<file path="config.mk">
export PLATFORM = sky130hd
export DESIGN_NAME = hex_digit_scan
export DESIGN_NICKNAME = d
export VERILOG_FILES = /design/src/rtl/hex_digit_scan.sv
export SDC_FILE = /design/constraint.sdc
export NUM_CORES = 1
export LEC_CHECK = 0
export BUFFER_PORTS_ARGS = -buffer_cell sky130_fd_sc_hd__buf_2
export CORE_MARGIN = 5
export CORE_UTILIZATION = 60
export DETAILED_ROUTE_END_ITERATION = 8
export PLACE_DENSITY = 0.84
export SLEW_MARGIN = 20
export SYNTH_ARGS = -nofsm -noshare
export SYNTH_HDL_FRONTEND = slang
export SYNTH_SLANG_ARGS = --single-unit
</file>
<file path="constraint.sdc">
create_clock -name clk -period 5.3 [get_ports clk]
set_clock_uncertainty 0.2 [all_clocks]
set_input_delay 0.795 -clock clk [delete_from_list [all_inputs] [get_ports clk]]
set_output_delay 0.795 -clock clk [all_outputs]
set_load 0.02 [all_outputs]
</file>
<file path="src/rtl/hex_digit_scan.sv">
// hex_digit_scan: time-multiplexed driver for a 4-digit hex display.
// Digits 0..3 are shown one after another, each for PRESCALE clocks.
// A single-entry pending buffer takes new values. The shown value (disp)
// only changes at a frame boundary or while the scan is off, so a frame
// never mixes two values.
// Optional build macro: LEAD_ZERO_BLANK_EN keeps leading zero digits dark.
`timescale 1ns/1ps
module hex_digit_scan #(
  parameter int PRESCALE = 50000
) (
  input  logic        clk,
  input  logic        rst_n,
  input  logic        en,
  input  logic        load_valid,
  input  logic [15:0] load_data,
  output logic        load_ready,
  output logic [3:0]  x,
  output logic [3:0]  an,
  output logic        frame_done
);

  localparam int CW = (PRESCALE > 1) ? $clog2(PRESCALE) : 1;
  localparam logic [CW-1:0] CNT_LAST = CW'(PRESCALE - 1);

  localparam logic ST_OFF  = 1'b0;
  localparam logic ST_SCAN = 1'b1;

  logic          state_q, state_d;
  logic [CW-1:0] cnt_q, cnt_d;
  logic [1:0]    idx_q, idx_d;
  logic [15:0]   disp_q, disp_d;
  logic [15:0]   pend_q, pend_d;
  logic          pend_vld_q, pend_vld_d;
  logic [3:0]    x_q, x_d;
  logic [3:0]    an_q, an_d;
  logic          fd_q, fd_d;

  logic          accept;
  logic          slot_end;
  logic          frame_end;
  logic [3:0]    lit;

  // Ready depends only on the buffer state, never on load_valid.
  assign load_ready = ~pend_vld_q;
  assign accept     = load_valid & ~pend_vld_q;
  // A slot only ends while scanning continues; dropping en aborts instead.
  assign slot_end   = (state_q == ST_SCAN) & en & (cnt_q == CNT_LAST);
  assign frame_end  = slot_end & (idx_q == 2'd3);

  // Scan state, prescale counter and digit index; OFF holds both counters at 0.
  always_comb begin
    state_d = en ? ST_SCAN : ST_OFF;
    cnt_d   = '0;
    idx_d   = 2'd0;
    if ((state_q == ST_SCAN) && en) begin
      if (slot_end) begin
        idx_d = idx_q + 2'd1;
      end else begin
        cnt_d = cnt_q + CW'(1);
        idx_d = idx_q;
      end
    end
  end

  // Pending buffer and shown value; disp updates only at frame end or in OFF.
  always_comb begin
    disp_d     = disp_q;
    pend_d     = pend_q;
    pend_vld_d = pend_vld_q;
    if (state_q == ST_OFF) begin
      if (accept) begin
        disp_d = load_data;
      end else if (pend_vld_q) begin
        disp_d     = pend_q;
        pend_vld_d = 1'b0;
      end
    end else if (frame_end) begin
      if (pend_vld_q) begin
        disp_d     = pend_q;
        pend_vld_d = 1'b0;
      end else if (accept) begin
        disp_d = load_data;
      end
    end else if (accept) begin
      pend_d     = load_data;
      pend_vld_d = 1'b1;
    end
  end

  // Per-digit lit decision; digit 0 is always lit.
  generate
    for (genvar gi = 0; gi < 4; gi++) begin : g_lit
      if (gi == 0) begin : g_d0
        assign lit[gi] = 1'b1;
      end else begin : g_dk
`ifdef LEAD_ZERO_BLANK_EN
        assign lit[gi] = |disp_d[15:4*gi];
`else
        assign lit[gi] = 1'b1;
`endif
      end
    end
  endgenerate

  // Outputs are computed from next-state values, so registered x/an match
  // the state and value they belong to, including the first SCAN cycle.
  always_comb begin
    x_d  = 4'h0;
    an_d = 4'b1111;
    if (state_d == ST_SCAN) begin
      x_d         = disp_d[{idx_d, 2'b00} +: 4];
      an_d[idx_d] = ~lit[idx_d];
    end
  end

  assign fd_d = frame_end;

  // State registers with asynchronous active-low reset.
  always_ff @(posedge clk or negedge rst_n) begin
    if (!rst_n) begin
      state_q    <= ST_OFF;
      cnt_q      <= '0;
      idx_q      <= 2'd0;
      disp_q     <= 16'h0000;
      pend_q     <= 16'h0000;
      pend_vld_q <= 1'b0;
      x_q        <= 4'h0;
      an_q       <= 4'b1111;
      fd_q       <= 1'b0;
    end else begin
      state_q    <= state_d;
      cnt_q      <= cnt_d;
      idx_q      <= idx_d;
      disp_q     <= disp_d;
      pend_q     <= pend_d;
      pend_vld_q <= pend_vld_d;
      x_q        <= x_d;
      an_q       <= an_d;
      fd_q       <= fd_d;
    end
  end

  assign x          = x_q;
  assign an         = an_q;
  assign frame_done = fd_q;

endmodule

</file>
==> results of run 1 <==
[worst register-to-register path: stages, from the launching register on]
cell and delay [ns]:
dfrtp_1 0.65, nor2b_1 0.92, a21oi_1 0.25, o2bb2a_1 0.38, a31oi_1 0.17, o22ai_1 0.09
[worst paths after layout]
path	from	end	slack, ns	cells after the start
hold reg to reg	cnt_q[0]	cnt_q[0]	0.26	1
max in group asynchronous	rst_n	pend_q[7]	3.99	2
setup / recovery	state_q	x[3]	2.54	5
hold / removal	cnt_q[0]	cnt_q[0]	0.26	1
setup reg to reg	state_q	x[3]	2.54	5
min in group asynchronous	rst_n	pend_q[3]	0.42	2
[layout make-up]
cell class	count	area share
Sequential cell	61	0.427
Multi-Input combinational cell	237	0.448
Inverter	10	0.0105
Clock inverter	2	0.00279
Tap cell	70	0.0244
Clock buffer	14	0.0426
Timing Repair Buffer	31	0.0447
[flip-flops by register name, summed over array words and instances (netlist names)]
| name | flops |
|---|---|
| state_q | 1 |
| cnt_q | 16 |
| pend_vld_q | 1 |
| frame_done | 1 |
| disp_q | 16 |
| idx_q | 2 |
| x | 4 |
| pend_q | 16 |
| an | 4 |
[per-stage QoR]
| step | total power (W) | std cells | cell area (um^2) | hold slack, ns |
|---|---|---|---|---|
| after global placement | 0.000749 | 409 | 3420 | 0.242 |
| final | 0.00111 | 425 | 3580 | 0.255 |
| after detailed placement | 0.000760 | 409 | 3420 | 0.246 |
| after floorplan | 0.000697 | 326 | 3270 | 0.224 |
| after CTS | 0.00111 | 425 | 3580 | 0.257 |
| after global routing | 0.00117 | 425 | 3580 | 0.289 |
[kinds of logic after synthesis]
| logic type | count (synthesis) | share of synthesized area |
|---|---|---|
| buf+inv | 28 | 0.0402 |
| xor+xnor | 15 | 0.0402 |
| compound gates | 79 | 0.150 |
| simple gates | 113 | 0.185 |
| flops | 61 | 0.469 |
| fa+ha+maj | 2 | 0.00766 |
| mux | 28 | 0.108 |
[routing by layer]
| layer | wire length (um) | vias to the layer above | global-route usage |
|---|---|---|---|
| met4 | 177 | 0 | 0.0877 |
| met2 | 3320 | 116 | 0.323 |
| met3 | 518 | 26 | 0.0592 |
| met5 | 0 | - | 0 |
| met1 | 3350 | 1279 | 0.320 |
| li1 | - | 1216 | - |
[power groups by stage]
stage / clock [W] / sequential, W / combinational [W]
after global routing: 0.000388 / 0.000565 / 0.000219
after CTS: 0.000361 / 0.000556 / 0.000197
after detailed placement: 0 / 0.000563 / 0.000197
after global placement: 0 / 0.000561 / 0.000188
final: 0.000352 / 0.000558 / 0.000198
after floorplan: 0 / 0.000557 / 0.000140
[cells in the final DEF, fill, tap and decap left out, drive strengths merged, types with 4 or more instances in the layout]
cell type and n:
nand3b 5, nand2b 4, inv 9, and3 9
o211ai 4, clkbuf 14, buf 31, dfrtp 57
o21ai 19, o22ai 8, nand3 11, xnor2 9
nor3 9, a22oi 9, a21oi 26, nor2b 12
nor2 21, mux2 22, mux2i 6, nand2 30
xor2 6, dfstp 4
==> metrics.yaml, run 1 <==
outcome:
  status: "completed"
die:
  die_w_um: 83.8
  num_io_pins: 30
  rows: 26
  die_h_um: 83.8
  core_area_um2: 5200
  dieArea_um2: 7020
  start_util: 0.628
logic_synthesis:
  ys_top_cells_by_count: "dfrtp_1, nand2_1, a21oi_1"
  syn_nets: 348
  synth_edf_count: 0
  synthFlopType: "dfrtp_1"
  seq_area_frac_synth: 0.469
  netlist_area_um2: 3270
  synth.distinct_cells: 45
  yosysTopAreaCell: "dfrtp_1"
  yosysWarnings: 0
  yosysMostFrequentCell: "dfrtp_1"
  ys_seq_elements: 61
  synthArstFlopShare: 1.00
  netlist.area_leader.share: 0.437
  synth_cells: 326
  syn_area_per_cell_um2: 10.0
  synthTopCellsByArea: "dfrtp_1, mux2_4, a21oi_1, mux2_2, nand2_1"
setup_path:
  cp_max_fo: 21
  path_cells: "nor2b_1 > a21oi_1 > o2bb2a_1 > a31oi_1 > o22ai_1"
  slowest_stage: "nor2b_1"
  cp-end-kind: "flip-flop"
  crit_buf_inv: 0
  worst-setup-path-type: "reg2reg"
  crit_family: "simple AND/OR/NAND/NOR gates"
  cp.required_ns: 5.32
  cp.arrival_ns: 2.78
  max_stage_delay_ns: 0.91
  startpoint_type: "flip-flop"
place:
  hpwlAfterDp_um: 4900
  pre_cts_slack_ns: 2.28
  io_buffers: 29
  gp_routability_congestion: 0.905
detailed_routing:
  first_pass_iters: 9
  finalWirelength_um: 7370
  avgViaCountPerCell: 6.20
  drt-initial-drc-count: 346
  vias: 2637
  drcViolationCount: 0
  antenna_left: 0
  wl_per_cell_um: 17.3
cells_and_area:
  multi_input_area_um2: 1600
  antenna_cells: 0
  layout.nets: 372
  area_growth_pct: 9.69
  drive_gt1_frac: 0.208
  postLayoutCoreUtil: 0.688
  register_area_um2: 1530
  fill_cells: 382
pwr:
  p_sw_frac: 0.281
  pwr-share-seq: 0.503
  pwr-share-comb: 0.179
  p_switching_w: 0.000311
  p_int_w: 0.000798
  peakVddDrop_uv: 189
  cellPowerDensity_nw_per_um2: 309
  pwr-share-clk: 0.318
  p_leak_nw: 1.60
timing:
  slew_viol_final: 0
  worst-slew-pin-transition_ns: 1.03
  setup_viol: 0
  fmax_mhz: 362
  maxSlewHeadroom: 0.312
  period_needed_ns: 2.76
  tns_ns: 0
  rsz0062_at_grt: "no"
  setup_slack_ns: 2.54
  hold_violations: 0
  fin_crit_sh: 0.521
clock_tree:
  cts_resized: 0
  clk_pin_slew_ns: 0.06
  cts_hold_buf: 0
  cts_tree: "yes"
  clockBufferDepth: 2
  root_buffer: "clkbuf_8"
  cts_setup_buffers: 0
  cts.sinks: 61
  cts_inserted_buffers: 9
  cts_max_level: 3
  clkLatencyLatePin_ns: 0.34
global_route:
  grt_pass1_wl_um: 12600
  grt_pass1_vias: 2557
  antenna_found_initial: 0
  track_usage: 0.224
  overflow: 0
  grt_max_degree: 62
worst_hold_path:
  hp-class: "reg2reg"
job:
  maxCapViolCount: 0
Power figures use the tool's default switching activity.
==> inputs of run 2 (changes only) <==
--- a/config.mk
+++ b/config.mk
@@ -7,9 +7,9 @@
 export LEC_CHECK = 0
 export BUFFER_PORTS_ARGS = -buffer_cell sky130_fd_sc_hd__buf_2
 export CORE_MARGIN = 5
-export CORE_UTILIZATION = 60
+export CORE_UTILIZATION = 53
 export DETAILED_ROUTE_END_ITERATION = 8
-export PLACE_DENSITY = 0.84
+export PLACE_DENSITY = 0.79
 export SLEW_MARGIN = 20
 export SYNTH_ARGS = -nofsm -noshare
 export SYNTH_HDL_FRONTEND = slang
==> constraint.sdc (replaced) <==
create_clock -name clk -period 2.38 [get_ports clk]
set_clock_uncertainty 0.2 [all_clocks]
set_input_delay 0.357 -clock clk [delete_from_list [all_inputs] [get_ports clk]]
set_output_delay 0.357 -clock clk [all_outputs]
set_load 0.02 [all_outputs]
==> metrics.yaml, run 2 (synthesis gave the netlist of run 1 again) <==
outcome:
  status: "completed"
die:
  start_util: 0.549  # -0.0791
  num_io_pins: 30  # unchanged
  die_h_um: 88.5  # +5.6%
  die_w_um: 88.5  # +5.6%
  core_area_um2: 5960  # +14%
  rows: 28  # +7.7%
  dieArea_um2: 7830  # +12%
pwr:
  cellPowerDensity_nw_per_um2: 667  # +120%
  peakVddDrop_uv: 460  # +140%
  p_leak_nw: 1.76  # +9.7%
cells_and_area:
  drive_gt1_frac: 0.297  # +0.0881
  fin_area_um2: 3900  # +8.8%
  layout_commonest_cell: "dfrtp_1"
  register_area_um2: 1530  # unchanged
  fill_cells: 496  # +30%
  final_cell_mix: "dfrtp_1, buf_2, nand2_1, a21oi_1, buf_4"
  multi_input_area_um2: 1650  # +2.8%
  antenna_cells: 0  # unchanged
  layout.nets: 398  # +7.0%
  reg.largest.list: "cnt_q: 16 flops, disp_q: 16 flops, pend_q: 16 flops"
  area_growth_pct: 19.4
detailed_routing:
  finalWirelength_um: 7710  # +4.5%
  wl_per_cell_um: 16.9  # -2.6%
  drt-initial-drc-count: 197  # -43%
  first_pass_iters: 5  # -4
  vias: 2646  # +0.34%
  drcViolationCount: 0  # unchanged
  antenna_left: 0  # unchanged
  avgViaCountPerCell: 5.80  # -6.5%
setup_path:
  worst-setup-path-type: "reg2reg"
  rr_worst_depth: 9  # +4
  cp_max_fo: 7  # -67%
  r2r_slack_ns: 0.1  # -2.44 ns
  r2r-start: "cnt_q[0]"
  startpoint_type: "flip-flop"
  crit_buf_inv: 2  # +2
  cp.required_ns: 2.45  # -2.87 ns
  path_cells: "ha_2 > and3_4 > buf_6 > nand4_1 > buf_4 > mux2_4 > o211ai_1 > o32a_1 > o22ai_2"
  cp.arrival_ns: 2.35  # -0.43 ns
  rr_endpoint: "x[0]"
  crit_family: "compound AO/OA/AOI/OAI gates"
  cp-end-kind: "flip-flop"
  slowest_stage: "dfrtp_1"
  max_stage_delay_ns: 0.37  # -0.54 ns
clock_tree:
  cts_max_level: 3  # unchanged
  clockBufferDepth: 2  # unchanged
  clk_pin_slew_ns: 0.07  # about the same
  clkLatencyLatePin_ns: 0.34  # about the same
  root_buffer: "clkbuf_8"
  cts_tree: "yes"
  cts_inserted_buffers: 9  # unchanged
  cts.sinks: 61  # unchanged
timing:
  hold_violations: 0  # unchanged
  slew_viol_final: 0  # unchanged
  worst-slew-pin-transition_ns: 0.490  # -0.540 ns
  whs_ns: 0.0280  # -0.227 ns
  period_needed_ns: 2.28  # -0.477 ns
  fin_crit_sh: 0.960  # +0.439
  maxSlewHeadroom: 0.672  # +0.360
  setup_viol: 0  # unchanged
  fmax_mhz: 438  # +21%
place:
  hpwlAfterDp_um: 5360  # +9.5%
  placed_cell_area_um2: 3600  # +5.3%
  gp_routability_congestion: 0.900  # -0.64%
  io_buffers: 29  # unchanged
job:
  maxCapViolCount: 0  # unchanged
global_route:
  grt_pass1_wl_um: 13300  # +6.1%
  grt_pass1_vias: 2774  # +8.5%
  grt_max_degree: 33  # -47%
  overflow: 0  # unchanged
  track_usage: 0.221  # -0.00290
  antenna_found_initial: 0  # unchanged
worst_hold_path:
  holdPathEnd: "state_q"
  min_from: "en"
  hold_depth: 1  # unchanged
  hp-class: "in2reg"
run 2: cell type report:
type / count / area share
clock buffers: 11 / 0.0363
clock inverters: 5 / 0.0128
inverters: 10 / 0.0112
multi-input cells: 237 / 0.423
flip-flops and latches: 61 / 0.393
well taps: 75 / 0.0241
repair buffers: 57 / 0.100
run 2: worst max path at each step:
stage | start | endpoint | slack [ns] | cells past startpoint
6_report | cnt_q[0] | x[0] | 0.1 | 9
5_1_grt | cnt_q[10] | x[2] | -0.02 | 7
4_1_cts | cnt_q[10] | x[0] | 0.02 | 7
3_5_place_dp | cnt_q[0] | x[0] | -0.04 | 8
3_3_place_gp | cnt_q[0] | x[0] | 0.05 | 8
2_1_floorplan | cnt_q[0] | pend_q[10] | 0.07 | 9
run 2: power breakdown:
group / switching, W / internal [W]
clock network: 0.000393 / 0.000505
logic: 0.000233 / 0.000232
registers: 0.0000805 / 0.00116
total: 0.000706 / 0.00190
run 2: per-stage QoR:
step / total power, W / setup TNS, ns / worst slack, ns / instances / utilization
floorplan: 0.00155 / 0 / 0.0712 / 326 / -
global placement: 0.00169 / 0 / 0.0492 / 434 / 0.605
detailed placement: 0.00171 / -0.0425 / -0.0425 / 434 / 0.605
CTS: 0.00262 / 0 / 0.0180 / 451 / 0.639
global route: 0.00274 / -0.0281 / -0.0176 / 456 / 0.655
finish: 0.00260 / 0 / 0.0957 / 456 / 0.655
run 2: repair_timing:
item,CTS,global route
pin swaps,0,5
cloned,0,0
endpoints found under the setup margin,1,20
hold endpoints to repair,16,0
gates resized for setup,1,16
hold buffers,1,0
buffers inserted,0,5
run 2: metal layers:
layer / global-route usage / part of all wire / routed length [um] / vias up
met5: 0 / 0 / 0 / -
met4: 0.0742 / 0.014 / 108 / 0
met3: 0.0642 / 0.058 / 450 / 10
met2: 0.355 / 0.48 / 3690 / 71
met1: 0.287 / 0.45 / 3450 / 1298
li1: - / - / - / 1267
